[src/rtl/evt_encoder.sv]
// Registered event priority encoder: request lines are captured into a pending
// register, masked, and the winning channel index is presented with valid/ack.
module evt_encoder #(
  parameter int N          = 8,
  parameter int W          = 3,
  parameter int EDGE       = 1,
  parameter int HIGH_FIRST = 1
) (
  input  logic         clk,
  input  logic         reset,
  input  logic [N-1:0] x,
  input  logic [N-1:0] mask,
  input  logic         ack,
  output logic [W-1:0] y,
  output logic         valid,
  output logic [N-1:0] pending,
  output logic         overrun,
  output logic         state_dbg
);

  // Handshake: y is a presented event while valid=1 and stays frozen until the
  // cycle ack=1 is sampled with valid=1; ack while valid=0 has no effect.
  typedef enum logic {IDLE = 1'b0, PRESENT = 1'b1} state_t;

  state_t         state, state_nxt;
  logic [N-1:0]   x_q;
  logic [N-1:0]   set_t, clr_t, elig;
  logic [N-1:0]   pending_nxt;
  logic           overrun_nxt;
  logic [W-1:0]   win;
  logic [W-1:0]   y_nxt;

  assign valid     = (state == PRESENT);
  assign state_dbg = state;

  always_comb begin
    set_t = (EDGE != 0) ? (x & ~x_q) : x;
    clr_t = '0;
    for (int i = 0; i < N; i++) begin
      clr_t[i] = ack && valid && (y == W'(i));
    end
    // A fresh capture wins over the acknowledge clear on the same edge.
    pending_nxt = set_t | (pending & ~clr_t);
    overrun_nxt = overrun | ((EDGE != 0) && (|(set_t & pending & ~clr_t)));
    elig        = pending & mask & ~clr_t;
  end

  always_comb begin
    win = '0;
    if (HIGH_FIRST != 0) begin
      for (int i = 0; i < N; i++) begin
        if (elig[i]) win = W'(i);
      end
    end else begin
      for (int i = N - 1; i >= 0; i--) begin
        if (elig[i]) win = W'(i);
      end
    end
  end

  always_comb begin
    state_nxt = state;
    y_nxt     = y;
    case (state)
      IDLE: begin
        if (|elig) begin
          y_nxt     = win;
          state_nxt = PRESENT;
        end
      end
      PRESENT: begin
        if (ack) state_nxt = IDLE;
      end
      default: state_nxt = IDLE;
    endcase
  end

  // x_q tracks x even in reset so lines held high do not look like edges.
  always_ff @(posedge clk) begin
    x_q <= x;
    if (reset) begin
      state   <= IDLE;
      y       <= '0;
      pending <= '0;
      overrun <= 1'b0;
    end else begin
      state   <= state_nxt;
      y       <= y_nxt;
      pending <= pending_nxt;
      overrun <= overrun_nxt;
    end
  end

endmodule

[config.mk]
export PLATFORM = sky130hd
export DESIGN_NAME = evt_encoder
export DESIGN_NICKNAME = d
export VERILOG_FILES = /design/src/rtl/evt_encoder.sv
export SDC_FILE = /design/constraint.sdc
export NUM_CORES = 1
export LEC_CHECK = 0
export ABC_AREA = 1
export ABC_CLOCK_PERIOD_IN_PS = 3100
export BUFFER_PORTS_ARGS = -buffer_cell sky130_fd_sc_hd__clkbuf_2
export CORE_UTILIZATION = 40
export DETAILED_ROUTE_END_ITERATION = 10
export PLACE_DENSITY = 0.74
export SYNTH_ARGS = -nofsm -noshare
export SYNTH_HDL_FRONTEND = slang
export SYNTH_SLANG_ARGS = --single-unit
[constraint.sdc]
create_clock -name clk -period 3.1 [get_ports clk]
set_input_delay 0.155 -clock clk [delete_from_list [all_inputs] [get_ports clk]]
set_output_delay 0.155 -clock clk [all_outputs]
set_load 0.03 [all_outputs]
==> impl_metrics.yaml, run 1 <==
synthesis:
  synth_top_family_by_area: "simple AND/OR/NAND/NOR gates"
  synthAdderAreaFrac: 0
  synthDistinctLibCells: 18
  avgSynthCellArea_um2: 6.96
  ys_ff_latch: 21
  synth_compound_area_frac: 0.119
  ys_warn_count: 0
  synth_xor_area_frac: 0
  syn-cell-area_um2: 981
  synth_nets: 160
  yosysSeqAreaShare: 0.429
  muxShareOfSynthArea: 0
  syn_inst: 141
  synth-simple-area-share: 0.353
floorplanning:
  die_w_um: 51.5
  start_util: 0.435
  die_h_um: 51.5
  ioPinCount: 33
  fp-row-count: 17
  dieArea_um2: 2650
  core_um2: 2250
layout:
  insertedDiodeCount: 0
  drive_gt1_frac: 0.279
  final_area_um2: 1270
  layout.cells.non_filler: 211
  syn2layout_area_growth_pct: 29.6
  final_cell_mix: "36 x nand2_1, 32 x clkbuf_2, 22 x inv_1"
  final_common_cell: "nand2_1"
  fin_nets: 203
critical_path:
  crit_required_ps: 3310
  r2r_setup_slack_ps: 1590
  crit_fanout: 8
  timing.critical_path.slowest_stage_cell: "dfxtp_1"
  crit_arrival_ps: 1720
  critPathMaxStageDelay_ps: 410
  worst-setup-path-type: "reg -> reg"
  cpMostUsedCell: "nand2_1"
  path_cells: "nand2_2 > nor2_4 > nand2_1 > nand2_1 > nand2_1 > nor2_1 > nand2_2 > nand2_4 > o21ai_0 > nand2_1 > inv_1"
  endpoint_kind: "register"
  critPathLaunchType: "register"
clocking:
  post_cts_buffers: 0
  clock-sinks: 21
  cts-root-buf: "clkbuf_4"
  ctsHtreeMaxLevel: 1
  cts-buffers-inserted: 3
  path_clk_slew_ps: 120
  clock_latency_ps: 300
  clock_path_buffers: 2
  holdBufCountCts: 8
  post_cts_resized: 0
  tritoncts: "built"
global_route:
  grt_usage: 0.180
  grt_max_degree: 12
  grt_pass1_vias: 879
  antenna_found_initial: 0
  overflow: 0
  grt_first_pass_wirelength_um: 3530
sta:
  fin_crit_ps: 1510
  final_max_slew_viol_count: 0
  layout_setup_ws_ps: 1590
  fin_skew_ps: 4.50
  clock.fmax_mhz: 662
  setup-violations-final: 0
  worst_slew_pin_slew_ps: 268
  fin_crit_sh: 0.487
  worst_hold_slack_ps: 139
  hold_viol: 0
  rsz0062_at_grt: "false"
  fin_tns_setup_ps: 0
  max_slew_margin: 0.820
place:
  dp_hpwl_um: 1640
  dp_slack_ps: 1600
  placed_area_um2: 1160
  place_congestion: 0.851
  placed_cells: 199
  io_buffers: 32
detailed_routing:
  drc_errors: 0
  ant_nets: 0
  wl_um: 2080
  wire_per_inst_um: 9.85
  viasPerCell: 4.58
  drt_iter0_markers: 11
  vias: 966
  dr.pass1.iters: 4
pwr:
  max-vdd-ir-drop_v: 0.000295
  p_leak_nw: 0.694
  powerDensity_nw_per_um2: 482
hold_path:
  hold_class: "in -> reg"
job:
  cap_violations: 0
outcome:
  status: "finished clean"
[flip-flops by register name, summed over array words and instances, names as in the netlist]
register   cells
pending        8
x_q            8
y              3
overrun        1
state_dbg      1
[where the power goes]
| group | switching (W) | internal (W) | total (W) |
|---|---|---|---|
| clock network | 0.0000805 | 0.0000501 | 0.000131 |
| registers | 0.0000187 | 0.000293 | 0.000311 |
| logic | 0.000111 | 0.0000599 | 0.000171 |
| total | 0.000210 | 0.000402 | 0.000613 |
[cell type report]
| type | count | area [µm²] |
|---|---|---|
| clock buffer | 4 | 26.3 |
| fill | 239 | 983 |
| inverter | 23 | 86.3 |
| multi-input combinational | 95 | 463 |
| sequential | 21 | 420 |
| tap | 28 | 35.0 |
| timing repair buffer | 40 | 240 |
[critical path, delay by kind of cell (launching register included)]
kind	cells	cell delay, ps
AND/OR/NAND/NOR	9	900
flip-flops	1	410
AO/OA/AOI/OAI	1	80
buffers and inverters	1	30
[routing by layer]
metal | wire [µm] | global-route usage
met5 | 0 | 0
met4 | 17 | 0.0811
met3 | 74 | 0.0380
met2 | 1030 | 0.299
met1 | 952 | 0.221
[final timing paths]
| check | from | endpoint | cells past startpoint |
|---|---|---|---|
| setup / recovery | state_dbg | state_dbg | 11 |
| hold / removal | ack | state_dbg | 4 |
| setup reg to reg | state_dbg | state_dbg | 11 |
| hold reg to reg | pending[0] | pending[0] | 2 |
[cells in the mapped netlist]
cell type / n / area share
dfxtp_1: 21 / 0.43
a21boi_0: 5 / 0.038
inv_1: 22 / 0.084
a21oi_1: 12 / 0.061
nand2_1: 36 / 0.14
nand3_1: 9 / 0.046
nor2_1: 14 / 0.054
buf_4: 1 / 0.0077
o21ai_0: 2 / 0.010
nand2_4: 1 / 0.011
nor2_4: 2 / 0.023
nand2_2: 8 / 0.051
a31o_2: 1 / 0.0089
nor2_2: 3 / 0.019
inv_2: 1 / 0.0038
nor3_1: 1 / 0.0051
nand4_1: 1 / 0.0064
clkbuf_1: 1 / 0.0038
[through the flow]
step,power [W],utilization
CTS,0.000624,0.564
detailed placement,0.000481,0.517
global placement,0.000477,0.517
finish,0.000613,0.564
floorplan,0.000434,-
global route,0.000656,0.564
[logic make-up (layout without fill, tap and decap cells)]
kind of cell,after synthesis,count (layout)
AOI/OAI and AO/OA,20,20
buffers and inverters,25,67
DFF,21,21
and+or+nand+nor,75,75
(Power assumes the default switching activity.)
==> inputs of run 2 (changes only) <==
ABC_AREA = 0   (was 1)
ABC_CLOCK_PERIOD_IN_PS = 1300   (was 3100)
PLACE_DENSITY = 0.77   (was 0.74)
clock period = 1.3 ns   (was 3.1 ns; I/O delays follow)
==> run 2 against run 1 <==
The run now ends with negative setup slack left. Clock power is 140% higher. Non-clock buffer count is 25 higher. Synthesized cell count is 35% lower. Critical path depth is 6 lower. Count of clock-buffer cells in the layout stayed put. Register-to-register slack worse by 2000 ps. Critical path type unchanged.
==> impl_metrics.yaml, run 2 <==
floorplanning:
  core_um2: 2190
  start_util: 0.421
  ioPinCount: 33
  dieArea_um2: 2500
  fp-row-count: 17
  die_w_um: 50.0
  die_h_um: 50.0
critical_path:
  crit_arrival_ps: 1880
  path_cells: "buf_4 > o31ai_4 > o22ai_2 > or4_1 > o31a_1"
  critPathBufInv: 1
  critPathMaxStageDelay_ps: 420
  worst-setup-path-type: "reg -> reg"
  crit_family: "compound AO/OA/AOI/OAI gates"
  critPathLaunchType: "register"
  timing.critical_path.slowest_stage_cell: "or4_1"
  crit_required_ps: 1500
  endpoint_kind: "register"
  crit_fanout: 5
detailed_routing:
  drc_errors: 0
  drt_iter0_markers: 17
  wl_um: 2770
  dr.pass1.iters: 4
  ant_nets: 0
  vias: 1018
  viasPerCell: 5.50
  wire_per_inst_um: 15.0
place:
  placed_area_um2: 1260
  placed_cells: 168
  dp_slack_ps: -444
  dp_hpwl_um: 1810
  io_buffers: 32
  place_congestion: 0.804
pwr:
  p_leak_nw: 0.673
  powerDensity_nw_per_um2: 1060
  max-vdd-ir-drop_v: 0.000798
  total_power_w: 0.00155
synthesis:
  synthDistinctLibCells: 35
  yosysSeqAreaShare: 0.455
  synth-simple-area-share: 0.190
  synthAdderAreaFrac: 0
  avgSynthCellArea_um2: 10.1
  syn-cell-area_um2: 923
  muxShareOfSynthArea: 0.0108
  synth_nets: 110
  synth_compound_area_frac: 0.304
  yosysMostFrequentCell: "dfxtp_1"
  synthArstFlopShare: 0
  synth_common_cells: "21 x dfxtp_1, 10 x nand2b_1, 9 x a21oi_1"
  netlist_top_cells_area: "dfxtp_1 46%, nand2b_1 6.8%, a21oi_1 4.9%"
  syn_inst: 91
  yosys.area.top_type: "dfxtp_1"
  synth_top_cell_area_share: 0.455
  synthFlopType: "dfxtp_1"
  ys_ff_latch: 21
  ys_warn_count: 0
  synth_edf_count: 0
  synth_xor_area_frac: 0
  synth_top_family_by_area: "compound AO/OA/AOI/OAI gates"
sta:
  worst_slew_pin_slew_ps: 433
  rsz0062_at_grt: "true"
  fin_crit_ps: 1680
  setup-violations-final: 6
  fin_crit_sh: 1.29
  worst_hold_slack_ps: 28.4
  max_slew_margin: 0.709
  hold_viol: 0
  layout_setup_ws_ps: -380
  fin_skew_ps: 5.29
  final_max_slew_viol_count: 0
  clock.fmax_mhz: 595
layout:
  fin_nets: 177
  insertedDiodeCount: 0
  syn2layout_area_growth_pct: 57.9
  final_cell_mix: "32 x clkbuf_2, 25 x buf_4, 17 x dfxtp_1"
  final_common_cell: "clkbuf_2"
  top_regs: "pending: 8 flops, x_q: 8 flops, y: 3 flops"
  final_area_um2: 1460
  drive_gt1_frac: 0.510
  layout.cells.non_filler: 185
outcome:
  status: "complete, but fails checks"
  violations: "negative setup slack"
global_route:
  grt_max_degree: 12
  grt_pass1_vias: 1027
  grt_first_pass_wirelength_um: 4590
  overflow: 0
  antenna_found_initial: 0
  grt_usage: 0.243
clocking:
  clock_latency_ps: 300
  path_clk_slew_ps: 120
  cts-buffers-inserted: 3
  ctsHtreeMaxLevel: 1
  cts-root-buf: "clkbuf_4"
  clock-sinks: 21
  clock_path_buffers: 2
  tritoncts: "built"
job:
  cap_violations: 0
hold_path:
  hold_class: "in -> reg"
run 2: changes by cell type after synthesis, sizes merged, moves of 3 or more:
cell    before  now
a21boi       5    0
inv         23    2
nand2       45    4
nand2b       0   11
nand3        9    1
nor2        19    2
o211a        0    3
o211ai       0    3
o21ai        2    9
o22ai        0    3
run 2: cell type report:
cell class | count | area [µm²]
inverter | 2 | 7.51
clock buffer | 4 | 26.3
sequential | 21 | 435
multi-input combinational | 65 | 526
fill | 174 | 733
timing repair buffer | 65 | 428
tap | 28 | 35.0
run 2: cells by family after synthesis:
group	Yosys count
buf+inv	6
simple gates	23
mux	1
compound gates	40
flops	21
run 2: power by group:
| part | switching, W | internal, W |
|---|---|---|
| Clock | 0.000192 | 0.000119 |
| Combinational | 0.000259 | 0.000228 |
| Sequential | 0.0000539 | 0.000697 |
| Total | 0.000505 | 0.00104 |
run 2: repair_timing:
action,CTS,global route
gates resized for setup,11,2
setup endpoints to repair,5,6
hold endpoints to repair,8,0
pin swaps,6,4
setup buffers,3,1
hold buffers,8,0
cloned,1,0
run 2: final timing paths:
check                           slack [ps]  startpoint  cells past startpoint    endpoint
worst max-delay path                  -380        y[2]                      5     overrun
worst min-delay path                    30        x[1]                      3  pending[1]
worst max register to register        -380        y[2]                      5     overrun
worst min register to register         520      x_q[1]                      2  pending[1]
run 2: worst register-to-register path, delay by kind of cell, from the launching register on:
family	cells	cell delay, ps
AO/OA/AOI/OAI	3	640
AND/OR/NAND/NOR	1	420
flip-flops	1	380
buffers and inverters	1	160
run 2: per-stage QoR:
| step | TNS (ps) | util |
|---|---|---|
| after floorplan | -1720 | - |
| after global placement | -1430 | 0.577 |
| after detailed placement | -1650 | 0.577 |
| after CTS | -1590 | 0.660 |
| after global routing | -2060 | 0.665 |
| final | -1720 | 0.665 |
run 2: layer usage:
metal	vias to the layer above	global-route usage	routed length, µm
met5	-	0	0
met4	0	0.0857	75
met3	10	0.0556	190
met2	57	0.418	1410
met1	468	0.289	1100
li1	483	-	-
==> inputs of run 3 (changes only) <==
CAP_MARGIN = 20   (was default)
SETUP_SLACK_MARGIN = 0.2   (was default)
==> run 3 against run 2 <==
The run still ends with negative setup slack left. Worst hold slack improved by 3.7 ps. Clock power increased by 2%. Clock skew increased by 1.1 ps. Sequential share of layout area decreased by 1.7 points. Critical path depth increased by 1. Routed wire length increased by 6.9%. Die area unchanged. First-iteration DRC count increased by 120%. Setup slack got worse by 2.1 ps. Final cell count increased by 1.6%. Critical path type unchanged.
==> impl_metrics.yaml, run 3 (synthesized netlist as in run 2, its figures left out) <==
layout:
  final_cell_mix: "26 x clkbuf_2, 25 x buf_4, 15 x dfxtp_1"
  fin_nets: 180
  layout.cells.non_filler: 188
  final_common_cell: "clkbuf_2"
  drive_gt1_frac: 0.556
  top_regs: "pending: 8 flops, x_q: 8 flops, y: 3 flops"
  insertedDiodeCount: 0
  syn2layout_area_growth_pct: 68.4
  final_area_um2: 1560
clocking:
  clock_latency_ps: 300
  ctsHtreeMaxLevel: 1
  cts-buffers-inserted: 3
  clock_path_buffers: 2
  clock-sinks: 21
  cts-root-buf: "clkbuf_4"
  path_clk_slew_ps: 120
  tritoncts: "built"
detailed_routing:
  wire_per_inst_um: 15.7
  ant_nets: 0
  viasPerCell: 5.56
  wl_um: 2960
  drt_iter0_markers: 37
  drc_errors: 0
  vias: 1045
  dr.pass1.iters: 4
critical_path:
  r2r_start: "y[2]"
  endpoint_kind: "register"
  r2r_setup_slack_ps: -380
  cp-endpoint: "overrun"
  critPathLaunchType: "register"
  worst-setup-path-type: "reg -> reg"
  r2r_cells: 6
  crit_fanout: 5
  crit_arrival_ps: 1880
  crit_required_ps: 1500
  crit_start: "y[2]"
  r2r_end: "overrun"
floorplanning:
  core_um2: 2190
  die_h_um: 50.0
  die_w_um: 50.0
  start_util: 0.421
  ioPinCount: 33
  dieArea_um2: 2500
  fp-row-count: 17
pwr:
  p_leak_nw: 0.705
  powerDensity_nw_per_um2: 1050
  max-vdd-ir-drop_v: 0.000782
sta:
  fin_skew_ps: 6.36
  fin_crit_ps: 1680
  final_max_slew_viol_count: 0
  layout_setup_ws_ps: -382
  worst_slew_pin_slew_ps: 367
  max_slew_margin: 0.754
  fin_crit_sh: 1.29
  rsz0062_at_grt: "true"
  setup-violations-final: 6
  hold_viol: 0
  fin_tns_setup_ps: -1870
  clock.fmax_mhz: 594
outcome:
  violations: "negative setup slack"
  status: "complete, but fails checks"
job:
  cap_violations: 0
global_route:
  grt_max_degree: 12
  grt_first_pass_wirelength_um: 4730
  grt_pass1_vias: 1039
  overflow: 0
  grt_usage: 0.251
  antenna_found_initial: 0
hold_path:
  hold_class: "in -> reg"
  min_path_cells: 3
place:
  dp_hpwl_um: 1810
  io_buffers: 32
  placed_area_um2: 1260
  place_congestion: 0.804
  placed_cells: 168
## run 3: how the worst min path moves through the flow
stage,from,end,slack [ps]
6_report,x[6],pending[6],30
5_1_grt,x[6],pending[6],30
4_1_cts,x[1],pending[1],30
3_5_place_dp,x[5],x_q[5],190
3_3_place_gp,x[6],x_q[6],180
2_1_floorplan,x[0],x_q[0],90
## run 3: per-layer routing
metal	GRT usage	up-vias	routed length (µm)
met5	0	-	0
met3	0.0556	8	184
met2	0.429	49	1520
met1	0.303	497	1200
li1	-	491	-
met4	0.0905	0	59
## run 3: final cells by class
type / instances / area [µm²]
fillers: 155 / 636
flip-flops and latches: 21 / 438
multi-input cells: 65 / 551
inverters: 2 / 7.51
well taps: 28 / 35.0
repair buffers: 68 / 498
clock buffers: 4 / 26.3
## run 3: what timing repair did
action,4_1_cts,5_1_grt
setup buffers,4,3
pin swaps,7,7
hold buffers,8,0
gates cloned,1,0
gates resized for setup,21,14
endpoints found under the hold margin,8,0
setup endpoints to repair,9,18
## run 3: critical path, stage by stage, from the launching register on
cell	delay, ps
dfxtp_4	400
buf_4	140
nand2b_4	80
o21ai_2	130
nor2_1	60
or4_1	510
o31a_1	250
## run 3: per-stage QoR
stage,util,power [W],setup WS [ps],hold slack (ps)
final,0.710,0.00163,-382,32.2
after global routing,0.710,0.00170,-429,26.3
after CTS,0.685,0.00158,-349,28.1
after detailed placement,0.577,0.00117,-444,185
after global placement,0.577,0.00116,-317,185
after floorplan,-,0.00101,-402,92.7
## run 3: where the power goes
part	switching [W]	internal [W]
combinational	0.000278	0.000274
clock	0.000198	0.000120
sequential	0.0000590	0.000698
total	0.000536	0.00109
